**src/rtl/lfsr_pkg.sv**
```systemverilog
// rtl/lfsr_pkg.sv - shared types, topology constants and tap tables for lfsr_gen
package lfsr_pkg;

  typedef enum logic {
    LFSR_IDLE = 1'b0,
    LFSR_RUN  = 1'b1
  } lfsr_state_e;

  localparam int LFSR_FIB = 0;
  localparam int LFSR_GAL = 1;

  // Maximal-length feedback masks for the Fibonacci form (fb = ^(state & mask)).
  // Bit e set means x^e appears in the primitive polynomial below x^width.
  function automatic logic [31:0] lfsr_fib_taps(input int width);
    logic [31:0] mask;
    case (width)
      3:       mask = 32'h0000_0003;
      4:       mask = 32'h0000_0003;
      5:       mask = 32'h0000_0005;
      8:       mask = 32'h0000_0071;
      16:      mask = 32'h0000_6801;
      32:      mask = 32'h0040_0007;
      default: mask = 32'h0000_0000;
    endcase
    return mask;
  endfunction

  // Maximal-length XOR masks for the right-shifting Galois form; each is the
  // Fibonacci polynomial above mirrored (bit e maps to bit width-1-e).
  function automatic logic [31:0] lfsr_gal_taps(input int width);
    logic [31:0] mask;
    case (width)
      3:       mask = 32'h0000_0006;
      4:       mask = 32'h0000_000C;
      5:       mask = 32'h0000_0014;
      8:       mask = 32'h0000_008E;
      16:      mask = 32'h0000_8016;
      32:      mask = 32'hE000_0200;
      default: mask = 32'h0000_0000;
    endcase
    return mask;
  endfunction

endpackage

```
**src/rtl/lfsr_next.sv**
```systemverilog
// rtl/lfsr_next.sv - combinational one-step next-state function for lfsr_gen
module lfsr_next
  import lfsr_pkg::*;
#(
  parameter int                  NUM_BITS = 5,
  parameter logic [NUM_BITS-1:0] TAPS     = NUM_BITS'(5'b00101),
  parameter int                  GALOIS   = LFSR_FIB
) (
  input  logic [NUM_BITS-1:0] i_state,
  output logic [NUM_BITS-1:0] o_next
);

  generate
    if (GALOIS != LFSR_FIB) begin : g_galois
      logic [NUM_BITS-1:0] w_mask;
      // Galois: shift right and fold the mask in when a one falls off the end.
      always_comb begin
        w_mask = i_state[0] ? TAPS : '0;
        o_next = (i_state >> 1) ^ w_mask;
      end
    end else begin : g_fibonacci
      logic w_fb;
      // Fibonacci: parity of the tapped bits enters at the MSB.
      always_comb begin
        w_fb   = ^(i_state & TAPS);
        o_next = {w_fb, i_state[NUM_BITS-1:1]};
      end
    end
  endgenerate

endmodule

```
**src/rtl/lfsr_gen.sv**
```systemverilog
// rtl/lfsr_gen.sv - LFSR sequence generator with seed load, wrap pulse and step counter
module lfsr_gen
  import lfsr_pkg::*;
#(
  parameter int                  NUM_BITS     = 5,
  parameter logic [NUM_BITS-1:0] TAPS         = NUM_BITS'(5'b00101),
  parameter int                  GALOIS       = LFSR_FIB,
  parameter logic [NUM_BITS-1:0] SEED_DEFAULT = NUM_BITS'(1)
) (
  input  logic                clk,
  input  logic                rst,
  input  logic                en,
  input  logic                load,
  input  logic [NUM_BITS-1:0] seed,
  output logic [NUM_BITS-1:0] lfsr_out,
  output logic                out_valid,
  output logic                wrap,
  output logic                seed_err,
  output logic [NUM_BITS-1:0] step_count
);

  localparam logic [NUM_BITS-1:0] ONE = NUM_BITS'(1);

  lfsr_state_e         r_state;
  lfsr_state_e         w_state_next;
  logic [NUM_BITS-1:0] r_lfsr;
  logic [NUM_BITS-1:0] r_ref_seed;
  logic [NUM_BITS-1:0] r_step_count;
  logic                r_wrap;
  logic                r_seed_err;
  logic [NUM_BITS-1:0] w_step_next;
  logic                w_seed_zero;
  logic [NUM_BITS-1:0] w_eff_seed;

  lfsr_next #(
    .NUM_BITS (NUM_BITS),
    .TAPS     (TAPS),
    .GALOIS   (GALOIS)
  ) u_next (
    .i_state (r_lfsr),
    .o_next  (w_step_next)
  );

  assign w_seed_zero = (seed == '0);
  assign w_eff_seed  = w_seed_zero ? SEED_DEFAULT : seed;

  // FSM state register.
  always_ff @(posedge clk or posedge rst) begin
    if (rst) begin
      r_state <= LFSR_IDLE;
    end else begin
      r_state <= w_state_next;
    end
  end

  // FSM next state: leave IDLE on the first step or load, then stay in RUN.
  always_comb begin
    w_state_next = r_state;
    case (r_state)
      LFSR_IDLE: if (en || load) w_state_next = LFSR_RUN;
      LFSR_RUN:  w_state_next = LFSR_RUN;
      default:   w_state_next = LFSR_IDLE;
    endcase
  end

  // Datapath: load has priority over step; pulses default low every cycle.
  always_ff @(posedge clk or posedge rst) begin
    if (rst) begin
      r_lfsr       <= SEED_DEFAULT;
      r_ref_seed   <= SEED_DEFAULT;
      r_step_count <= '0;
      r_wrap       <= 1'b0;
      r_seed_err   <= 1'b0;
    end else begin
      r_wrap     <= 1'b0;
      r_seed_err <= 1'b0;
      if (load) begin
        r_lfsr       <= w_eff_seed;
        r_ref_seed   <= w_eff_seed;
        r_step_count <= '0;
        r_seed_err   <= w_seed_zero;
      end else if (en) begin
        r_lfsr <= w_step_next;
        if (w_step_next == r_ref_seed) begin
          r_wrap       <= 1'b1;
          r_step_count <= '0;
        end else begin
          r_step_count <= r_step_count + ONE;
        end
      end
    end
  end

  assign lfsr_out   = r_lfsr;
  assign out_valid  = (r_state == LFSR_RUN);
  assign wrap       = r_wrap;
  assign seed_err   = r_seed_err;
  assign step_count = r_step_count;

endmodule

```
**config.mk**
```make
export PLATFORM = sky130hd
export DESIGN_NAME = lfsr_gen
export DESIGN_NICKNAME = d
export VERILOG_FILES = /design/src/rtl/lfsr_pkg.sv /design/src/rtl/lfsr_next.sv /design/src/rtl/lfsr_gen.sv
export SDC_FILE = /design/constraint.sdc
export NUM_CORES = 1
export LEC_CHECK = 0
export CORE_MARGIN = 10
export CORE_UTILIZATION = 48
export DETAILED_ROUTE_END_ITERATION = 10
export GPL_ROUTABILITY_DRIVEN = 0
export PLACE_DENSITY = 0.77
export SETUP_SLACK_MARGIN = 0.05
export SYNTH_ARGS = -nofsm -noshare
export SYNTH_HDL_FRONTEND = slang
export SYNTH_HIERARCHICAL = 1
export SYNTH_SLANG_ARGS = --single-unit
export TNS_END_PERCENT = 20
```
**constraint.sdc**
```tcl
create_clock -name clk -period 1.8 [get_ports clk]
set_clock_uncertainty 0.1 [all_clocks]
set_input_delay 0.36 -clock clk [delete_from_list [all_inputs] [get_ports clk]]
set_output_delay 0.36 -clock clk [all_outputs]
set_load 0.1 [all_outputs]
```
==> metrics.cfg <==
[logic_synthesis]
ranking_of_synthesized_cells_by_area = dfrtp_1 (43%), mux2i_1 (6.4%), dfstp_2 (5.6%)
synth_top_area_share_pct = 42.8
summed_instance_area_of_the_synthesized_netlist_um2 = 935
avgSynthCellArea_um2 = 10.3
yosys_warning_count = 6
syn-num-nets = 101
cell_count_after_synthesis = 91
number_of_storage_elements_in_the_synthesis_netlist = 18
seq_area_frac_synth_pct = 48.5
synthDominantAreaCellType = dfrtp_1
post_synth_num_cell_types = 27

[drt]
drc_errors = 0
postRouteAntennaNets = 0
first_iter_violations = 13
route.vias.total = 779
wirelength_um = 2300
drt_first_pass_iters = 4
detail_route.vias_per_cell = 5.49
post_drt_wl_per_cell_um = 16.2

[power]
powerDensity_nw_per_um2 = 919
peakVddDrop_mv = 0.658
power.static_leakage_nw = 0.626

[floorplanning]
design.die.area_um2 = 4110
core_um2 = 1780
die_h_um = 64.1
die_width_um = 64.1
floorplan.initialDensity_pct = 52.4
top_level_ports = 22
std_cell_rows = 15

[grt]
grt.total_usage_pct = 12.3
via_count_of_the_first_global_routing_pass = 882
grt_overflow_total = 0
antenna_found_initial = 0
wire_length_of_the_first_global_routing_pass_um = 4070
grt_max_degree = 13

[cts]
tritoncts_clock_tree = yes
cts_hold_buffers = 0
htreeDepth = 1
clock_latency_reported_for_the_late_side_of_the_worst_skew_pair_ns = 0.30
clock-sinks = 18
numCtsBuffers = 3
clockRootBuffer = clkbuf_4
path_clk_slew_ns = 0.10
clk_path_buf_depth = 2

[setup_path]
worst-setup-path-type = reg -> reg
critical_path.startpoint_type = flop
rr_startpoint = lfsr_out[0]
rrSetupSlack_ns = 0.05
crit_fanout = 4
critical_path_capture_point_type = flop
timing.critical_path.arrival_ns = 1.83
crit_family = flip-flops
worst_path_largest_cell_delay_ns = 0.66
worst-path-buf-inv = 0
cp_num_cells = 4
worst_path_max_delay_cell = dfstp_4
ff2ff_path_depth = 4
crit_required_ns = 1.88
crit_path_cell_trace = xor2_4, xor2_2, nor3_2, a2111oi_1
r2r-end = step_count[4]

[timing]
fmaxAchievable_ghz = 0.571
unrepaired_setup_endpoints_after_global_routing = true
final.hold.worst_slack_ns = 0.220
slew_viols_final = 0
final_count_of_hold_timing_violations = 0
relSlewSlack_pct = 66.1
finalSetupViolations = 0
worst_pin_slew_ns = 0.507
final_min_period_over_clock_period_pct = 97.2
finalCriticalPeriod_ns = 1.75

[cells_and_area]
layout_common_cells = buf_12 (13), o21ai_0 (10), buf_4 (10), dfrtp_1 (9), clkdlybuf4s50_1 (8)
fin_util_pct = 80.0
total_inserted_antenna_cells = 0
area.growth.synth_to_final_pct = 52.6
most_frequent_standard_cell_in_the_layout_excluding_fill_and_tap_cells = buf_12
final_layout_size_suffix_gt1_share_pct = 38.5
filler_cell_count = 98
finalNetCount = 128

[hold_path]
timing.hold.worst.class = in -> async

[outcome]
run_status = finished clean

[placed_design]
dp.final_hpwl_um = 1720
port-buffer-count = 21

[run]
max_cap_viol_count = 0

[cell type report]
type	instances	area [um2]	share of cell area [%]
flip-flops and latches	18	465	32.6
well taps	25	31.3	2.19
clock buffers	4	36.3	2.54
multi-input cells	57	452	31.7
inverters	7	26.3	1.84
repair buffers	31	415	29.1
[power by group]
| part | switching [mW] | internal [mW] | total, mW | leakage, nW |
|---|---|---|---|---|
| combinational | 0.341 | 0.211 | 0.552 | 0.391 |
| clock | 0.127 | 0.123 | 0.250 | 0.0210 |
| sequential | 0.0580 | 0.451 | 0.509 | 0.214 |
| total | 0.526 | 0.785 | 1.31 | 0.626 |
[cell usage after synthesis (all sizes together)]
library cell	instances
nor2	6
and3b	2
dfrtp	16
o31ai	2
and4b	1
buf	7
nor3b	3
a21oi	1
nand3	2
inv	7
nand2	6
or3	1
clkbuf	2
nor3	1
ha	1
xor2	6
and3	1
mux2i	6
nor2b	1
a2111oi	3
dfstp	2
a211oi	1
o21ai	10
nor4	1
o311ai	2
[kinds of logic (layout without fill, tap and decap cells)]
kind of cell,Yosys count,in the layout,share of synthesized area [%]
AO/OA/AOI/OAI,19,19,13.4
XOR/XNOR,6,6,7.23
adder cells (fa/ha/maj),1,1,1.34
buffers and inverters,16,42,8.70
flip-flops,18,18,48.5
multiplexers,6,6,6.43
AND/OR/NAND/NOR,25,25,14.5
[how the worst max path moves through the flow]
stage | startpoint | end | slack (ns)
floorplan | lfsr_out[0] | step_count[3] | -0.07
global route | lfsr_out[0] | step_count[2] | 0.002
detailed placement | en | step_count[2] | -0.09
global placement | en | step_count[2] | 0.04
finish | lfsr_out[0] | step_count[4] | 0.05
CTS | lfsr_out[0] | step_count[1] | 0.08
[stage by stage]
stage	total power [mW]	setup TNS, ns	instances	cell area, um2	worst slack [ns]
6_report	1.31	0	142	1430	0.0499
5_1_grt	1.37	0	142	1430	0.00182
4_1_cts	1.30	0	142	1410	0.0784
3_5_place_dp	1.02	-0.171	135	1320	-0.0925
3_3_place_gp	1.01	0	135	1320	0.0351
2_1_floorplan	0.833	-0.243	91	955	-0.0670
[flip-flops by register name (all words and copies together) (netlist names)]
register,flops
out_valid,1
seed_err,1
step_count,5
lfsr_out,5
r_ref_seed,5
wrap,1
[per-layer routing]
| layer | GRT usage [%] | vias to the layer above | wire length [um] |
|---|---|---|---|
| met1 | 11.8 | 376 | 870 |
| met2 | 22.1 | 29 | 1220 |
| li1 | - | 365 | - |
| met4 | 7.75 | 0 | 68 |
| met5 | 0 | - | 0 |
| met3 | 3.83 | 9 | 140 |
[what timing repair did]
item	CTS	global route
setup endpoints to repair	6	5
pin swaps	2	1
setup buffers	3	0
resized for setup	4	5
(Power assumes the default switching activity.)
